==> src/rtl/seq_insert.sv <==
// seq_insert: transmit-side framing stage for the Aurora AXI-Stream link.
// When enabled, it appends one 32-bit sequence word to every frame and moves
// tlast onto that word. It also counts frames completed on the master side.
module seq_insert #(
  parameter logic [31:0] SEQ_INIT = 32'h0000_0001
) (
  input  logic        s_axis_aclk,
  input  logic        s_axis_aresetn,
  input  logic        s_axis_tvalid,
  output logic        s_axis_tready,
  input  logic [31:0] s_axis_tdata,
  input  logic        s_axis_tlast,
  output logic        m_axis_tvalid,
  input  logic        m_axis_tready,
  output logic [31:0] m_axis_tdata,
  output logic        m_axis_tlast,
  input  logic        ctrl_seq_en,
  input  logic        ctrl_rst_cntr_out,
  output logic [63:0] slv_cntr_out
);

  typedef enum logic {
    ST_PASS,
    ST_SEQ
  } state_t;

  state_t      r_state;
  state_t      w_stateNext;
  logic        r_inFrame;
  logic        r_seqEnQ;
  logic [31:0] r_seq;

  logic w_slotFree;
  logic w_effEn;
  logic w_inAccept;
  logic w_outHandshake;
  logic w_loadSeq;

  // The output register can take a new word when empty or being drained.
  assign w_slotFree     = !m_axis_tvalid || m_axis_tready;
  // The enable seen by a beat is frozen for the rest of its frame.
  assign w_effEn        = r_inFrame ? r_seqEnQ : ctrl_seq_en;
  assign s_axis_tready  = w_slotFree && (r_state == ST_PASS) && s_axis_aresetn;
  assign w_inAccept     = s_axis_tvalid && s_axis_tready;
  assign w_outHandshake = m_axis_tvalid && m_axis_tready;

  // Next-state logic: enter ST_SEQ after an enabled last beat, leave once the word is loaded.
  always_comb begin
    w_stateNext = r_state;
    w_loadSeq   = 1'b0;
    case (r_state)
      ST_PASS: begin
        if (w_inAccept && s_axis_tlast && w_effEn) begin
          w_stateNext = ST_SEQ;
        end
      end
      ST_SEQ: begin
        if (w_slotFree) begin
          w_loadSeq   = 1'b1;
          w_stateNext = ST_PASS;
        end
      end
      default: begin
        w_stateNext = ST_PASS;
      end
    endcase
  end

  // State register.
  always_ff @(posedge s_axis_aclk) begin
    if (!s_axis_aresetn) begin
      r_state <= ST_PASS;
    end else begin
      r_state <= w_stateNext;
    end
  end

  // Output register: load a user beat or a sequence word, otherwise drop valid once drained.
  always_ff @(posedge s_axis_aclk) begin
    if (!s_axis_aresetn) begin
      m_axis_tvalid <= 1'b0;
      m_axis_tdata  <= 32'd0;
      m_axis_tlast  <= 1'b0;
    end else if (w_inAccept) begin
      m_axis_tvalid <= 1'b1;
      m_axis_tdata  <= s_axis_tdata;
      m_axis_tlast  <= s_axis_tlast && !w_effEn;
    end else if (w_loadSeq) begin
      m_axis_tvalid <= 1'b1;
      m_axis_tdata  <= r_seq;
      m_axis_tlast  <= 1'b1;
    end else if (m_axis_tready) begin
      m_axis_tvalid <= 1'b0;
    end
  end

  // Frame tracking: capture the enable on the first beat of each frame.
  always_ff @(posedge s_axis_aclk) begin
    if (!s_axis_aresetn) begin
      r_inFrame <= 1'b0;
      r_seqEnQ  <= 1'b0;
    end else if (w_inAccept) begin
      if (!r_inFrame) begin
        r_seqEnQ <= ctrl_seq_en;
      end
      r_inFrame <= !s_axis_tlast;
    end
  end

  // Sequence counter advances only when a sequence word enters the output register.
  always_ff @(posedge s_axis_aclk) begin
    if (!s_axis_aresetn) begin
      r_seq <= SEQ_INIT;
    end else if (w_loadSeq) begin
      r_seq <= r_seq + 32'd1;
    end
  end

  // Frame counter: clear wins over a coinciding end-of-frame handshake.
  always_ff @(posedge s_axis_aclk) begin
    if (!s_axis_aresetn) begin
      slv_cntr_out <= 64'd0;
    end else if (ctrl_rst_cntr_out) begin
      slv_cntr_out <= 64'd0;
    end else if (w_outHandshake && m_axis_tlast) begin
      slv_cntr_out <= slv_cntr_out + 64'd1;
    end
  end

endmodule

==> config.mk <==
export PLATFORM = sky130hd
export DESIGN_NAME = seq_insert
export DESIGN_NICKNAME = d
export VERILOG_FILES = /design/src/rtl/seq_insert.sv
export SDC_FILE = /design/constraint.sdc
export NUM_CORES = 1
export LEC_CHECK = 0
export ABC_AREA = 1
export CORE_ASPECT_RATIO = 0.5
export CORE_UTILIZATION = 36
export DETAILED_ROUTE_END_ITERATION = 10
export PLACE_DENSITY_LB_ADDON = 0.3
export RECOVER_POWER = 25
export SYNTH_ARGS = -nofsm -noshare
export SYNTH_HDL_FRONTEND = slang
export SYNTH_SLANG_ARGS = --single-unit
==> constraint.sdc <==
create_clock -name s_axis_aclk -period 2.85 [get_ports s_axis_aclk]
set_clock_uncertainty 0.05 [all_clocks]
set_input_delay 0.57 -clock s_axis_aclk [delete_from_list [all_inputs] [get_ports s_axis_aclk]]
set_output_delay 0.57 -clock s_axis_aclk [all_outputs]
set_load 0.005 [all_outputs]
=== Yosys cells after proc, flatten, opt, wreduce, memory -nomap -nowiden ===
Cells that the tools add are included.

* Register bits after elaboration: 133
* Latch bits: 0
* Memory bits (writable): 0
* ROM bits: 0
* Output and inout bits: 99
* Logic and storage cells: 40
* Memories kept: 0

* $add $sub $neg: 2
* $mul: 0
* Divide/modulo/power cells: 0
* Order comparisons: 0
* Eq/ne operators: 0
* Shift operators: 0
* Mux-type cells: 13
* Bitwise operators: 2
* Reductions and logical operators: 15

{| class="wikitable"
|+ Operators with widths
! operator !! count
|-
| $add A64 B1 Y64 const B || 1
|-
| $mux W32 || 2
|-
| $add A32 B1 Y32 const B || 1
|-
| $mux W1 || 10
|-
| $logic_and A1 B1 Y1 || 8
|-
| $logic_not A1 Y1 || 3
|-
| $reduce_bool A3 Y1 || 1
|-
| $not A1 Y1 || 2
|-
| $pmux W1 S2 || 1
|-
| $reduce_bool A2 Y1 || 1
|-
| $reduce_or A2 Y1 || 1
|-
| $logic_or A1 B1 Y1 || 1
|}

=== Logic depth before layout (Yosys ltp) ===
* Depth after elaboration: 9
* Mapped depth: 11

=== Worst setup path after synthesis ===
OpenSTA, ideal clock, no wires.

* Path type: reg2reg
* Start: register slv_cntr_out[0]
* End: register slv_cntr_out[26]
* Setup time: 0.116 ns
* Data arrival time: 1.506 ns
* Data required time: 2.684 ns
* Slack: 1.178 ns
* Cell stages (with the launch flop): 11
* Path buffers: 0
* Clock period less this slack: 1.672 ns
* Path through: dfxtp_1 ha_1 nand2_1 nor2_1 nand2_2 nor2_2 nand2_1 nor2_1 nand2_1 o21ai_0 nor2_1

* Word-level cells in the longest chain between the ends: 1

{| class="wikitable"
|+ RTL lines
! what !! line !! RTL
|-
| start, declared || 19 || <nowiki>output logic [63:0] slv_cntr_out</nowiki>
|-
| start signal, assigned || 126 || <nowiki>slv_cntr_out <= slv_cntr_out + 64'd1;</nowiki>
|-
| $add A64 B1 Y64 || 126 ||
|}

No other way between the ends.
A chain may end at the register's enable or synchronous reset.

=== Worst setup path after layout ===
* Start: input m_axis_tready
* End: output s_axis_tready

* Word-level cells in the longest chain between the ends: 3

{| class="wikitable"
|+ RTL lines
! what !! line !! RTL
|-
| start, declared || 14 || <nowiki>input logic m_axis_tready,</nowiki>
|-
| $logic_or A1 B1 Y1 || 40 || <nowiki>assign w_slotFree = !m_axis_tvalid || m_axis_tready;</nowiki>
|-
| $logic_and A1 B1 Y1 (2 in a row) || 43 || <nowiki>assign s_axis_tready = w_slotFree && (r_state == ST_PASS) && s_axis_aresetn;</nowiki>
|-
| end, declared || 10 || <nowiki>output logic s_axis_tready,</nowiki>
|}

No other way between the ends.

==> out/qor.yml <==
syn-instance-count: 1065
gp_congestion: 0.985
critPathLaunchType: "input port"
hold_buffers: 0
ant_nets: 0
worst-path-max-fanout: 4
setup_viol: 0
fin_cells: 1481
status: "finished clean"
io_buffers: 137
ir_drop_mv: 0.442
period_share: 0.923
drive_above_1_share: 0.0507
hpwl_um: 15200
synth_top_family_by_area: "simple AND/OR/NAND/NOR gates"
coreArea_mm2: 0.0185
post_cts_resized: 0
syn-num-nets: 1106
relSlewSlack: 0.421
cts_buffers: 17
die_h_um: 99.6
area_growth_pct: 32.0
hold_ws_ns: 0.428
wl_um: 20300
cap_violations: 0
cts.sinks: 133
antennaDiodeCount: 0
drt-vias-per-instance: 4.84
overflow: 0
grt_pass1_vias: 6622
synth_cell_type_count: 38
rsz0062_at_grt: "false"
vias: 7171
p_sw_frac: 0.228
grt_pass1_wl_um: 33200
drcViolationCount: 0
p_comb_frac: 0.053
fin_nets: 1250
synthXorXnorAreaFrac: 0.0255
cts_setup_buffers: 0
clockBufferDepth: 2
synth_warnings: 0
fmax_ghz: 0.380
synthMuxAreaShare: 0
grt_max_degree: 50
synthAdderAreaFrac: 0.00365
finalCoreUtilization: 0.489
first_iter_violations: 480
tightest_slew_ns: 0.869
power_mw: 4.41
grt_usage: 0.213
std_cell_rows: 35
setup_tns_ns: 0
cts-root-buf: "clkbuf_16"
critPathKind: "input port to output pin"
yosys.area_share.simple: 0.417
htreeDepth: 4
hold_viol: 0
die-area_mm2: 0.0196
cp-end-kind: "output pin"
cp.arrival_ns: 2.01
min_period_ns: 2.63
wl_per_cell_um: 13.7
power_switching_mw: 1.01
hold_depth: 2
final_cell_mix: "315 x nand2_1, 207 x nor2_1, 133 x dfxtp_1"
mostFrequentLayoutCell: "nand2_1"
hold_class: "flip-flop to flip-flop"
ys_ff_latch: 133
start_util: 0.370
synth_seq_area_share: 0.388
netlist_area_mm2: 0.00686
synth-compound-area-share: 0.0879
power.share.clock: 0.515
dp.cells: 1449
antenna_found_initial: 0
dieWidth_um: 197
io_pins: 138
internal-power_mw: 3.40
dr.pass1.iters: 5
avgSynthCellArea_um2: 6.44
p_seq_frac: 0.431
power_density_mw_per_mm2: 487
maxSlewViolCount: 0
required_ns: 2.23
path_clk_slew_ns: 0.06
total_leakage_power_nw: 3.09
clock_latency_ns: 0.42
cts_tree: "built"
reg2reg_depth: 9
==> final cells by class <==
| class | instances | area, um2 |
|---|---|---|
| tap | 259 | 324 |
| sequential | 133 | 2660 |
| fill | 1882 | 9470 |
| inverter | 115 | 432 |
| clock buffer | 20 | 447 |
| multi-input combinational | 794 | 3590 |
| clock inverter | 12 | 155 |
| timing repair buffer | 148 | 1450 |
==> synth_stat cells <==
master,instances,share of area
xnor2_1,8,0.010
inv_1,110,0.060
nand3_2,2,0.0029
and3_1,1,0.00091
a31o_2,1,0.0013
o21ai_0,25,0.018
xor2_1,12,0.015
nand2_2,6,0.0055
nor3b_2,1,0.0018
ha_1,2,0.0036
and2_1,1,0.00091
dfxtp_1,133,0.39
o21a_1,4,0.0044
nor2_4,8,0.013
o21ai_1,1,0.00073
a21oi_1,40,0.029
nor3_2,1,0.0015
buf_4,1,0.0011
nand4_1,25,0.023
nand3_1,61,0.045
nor2_2,9,0.0082
a31oi_1,32,0.029
buf_2,8,0.0058
nor2_1,201,0.11
clkinv_1,3,0.0016
nor3b_1,3,0.0033
or2_2,2,0.0018
clkbuf_1,10,0.0055
nor3_1,27,0.020
nand2_4,2,0.0033
nor4_1,2,0.0018
nand2_1,311,0.17
nand3_4,2,0.0051
a22oi_1,1,0.0011
buf_1,4,0.0022
inv_2,2,0.0011
o2111a_1,1,0.0016
o21bai_1,2,0.0022
==> worst max-delay path, cell delays in order <==
cell and delay, ns:
dlygate4sd3_1 0.56, inv_1 0.08, nand2_1 0.12, nand2_1 0.08, nor2_1 0.10, clkdlybuf4s50_1 0.51
==> power groups by stage <==
stage | logic [mW] | clock network [mW] | registers [mW]
2_1_floorplan | 0.103 | 0 | 1.95
3_3_place_gp | 0.243 | 0 | 1.95
3_5_place_dp | 0.246 | 0 | 1.95
4_1_cts | 0.247 | 2.31 | 1.91
5_1_grt | 0.258 | 2.41 | 1.91
6_report | 0.236 | 2.27 | 1.90
==> registers in the layout, indices dropped and copies added, names as in the netlist <==
| signal | count |
|---|---|
| slv_cntr_out | 64 |
| m_axis_tdata | 32 |
| r_seq | 32 |
| m_axis_tlast | 1 |
| m_axis_tvalid | 1 |
| r_inFrame | 1 |
| r_seqEnQ | 1 |
| r_state | 1 |
==> stage by stage <==
step           worst slack, ns  area, um2
2_1_floorplan             1.18       6860
3_3_place_gp             0.288       8540
3_5_place_dp             0.274       8540
4_1_cts                  0.260       9140
5_1_grt                  0.156       9050
6_report                 0.220       9050
==> metal layers <==
layer | vias up | part of all wire | track usage
met5 | - | 0 | 0
met4 | 0 | 0.016 | 0.0745
met3 | 27 | 0.046 | 0.0366
met2 | 158 | 0.47 | 0.362
met1 | 3283 | 0.47 | 0.272
li1 | 3703 | - | -
==> kinds of logic (layout without fill, tap and decap cells) <==
logic type      after synthesis  in the layout
flops                       133            133
xor+xnor                     20             20
simple gates                665            665
fa+ha+maj                     2              2
compound gates              107            107
buf+inv                     138            295
==> worst paths after layout <==
path                                  from                             to  slack (ns)
max                          m_axis_tready                  s_axis_tready        0.22
min          m_axis_tdata[27]$_SDFFE_PN0P_  m_axis_tdata[27]$_SDFFE_PN0P_        0.43
max reg2reg      m_axis_tlast$_SDFFE_PN0P_  slv_cntr_out[25]$_SDFFE_PP0P_        0.66
min reg2reg  m_axis_tdata[27]$_SDFFE_PN0P_  m_axis_tdata[27]$_SDFFE_PN0P_        0.43
No activity file was read; power rests on OpenSTA's default activity.
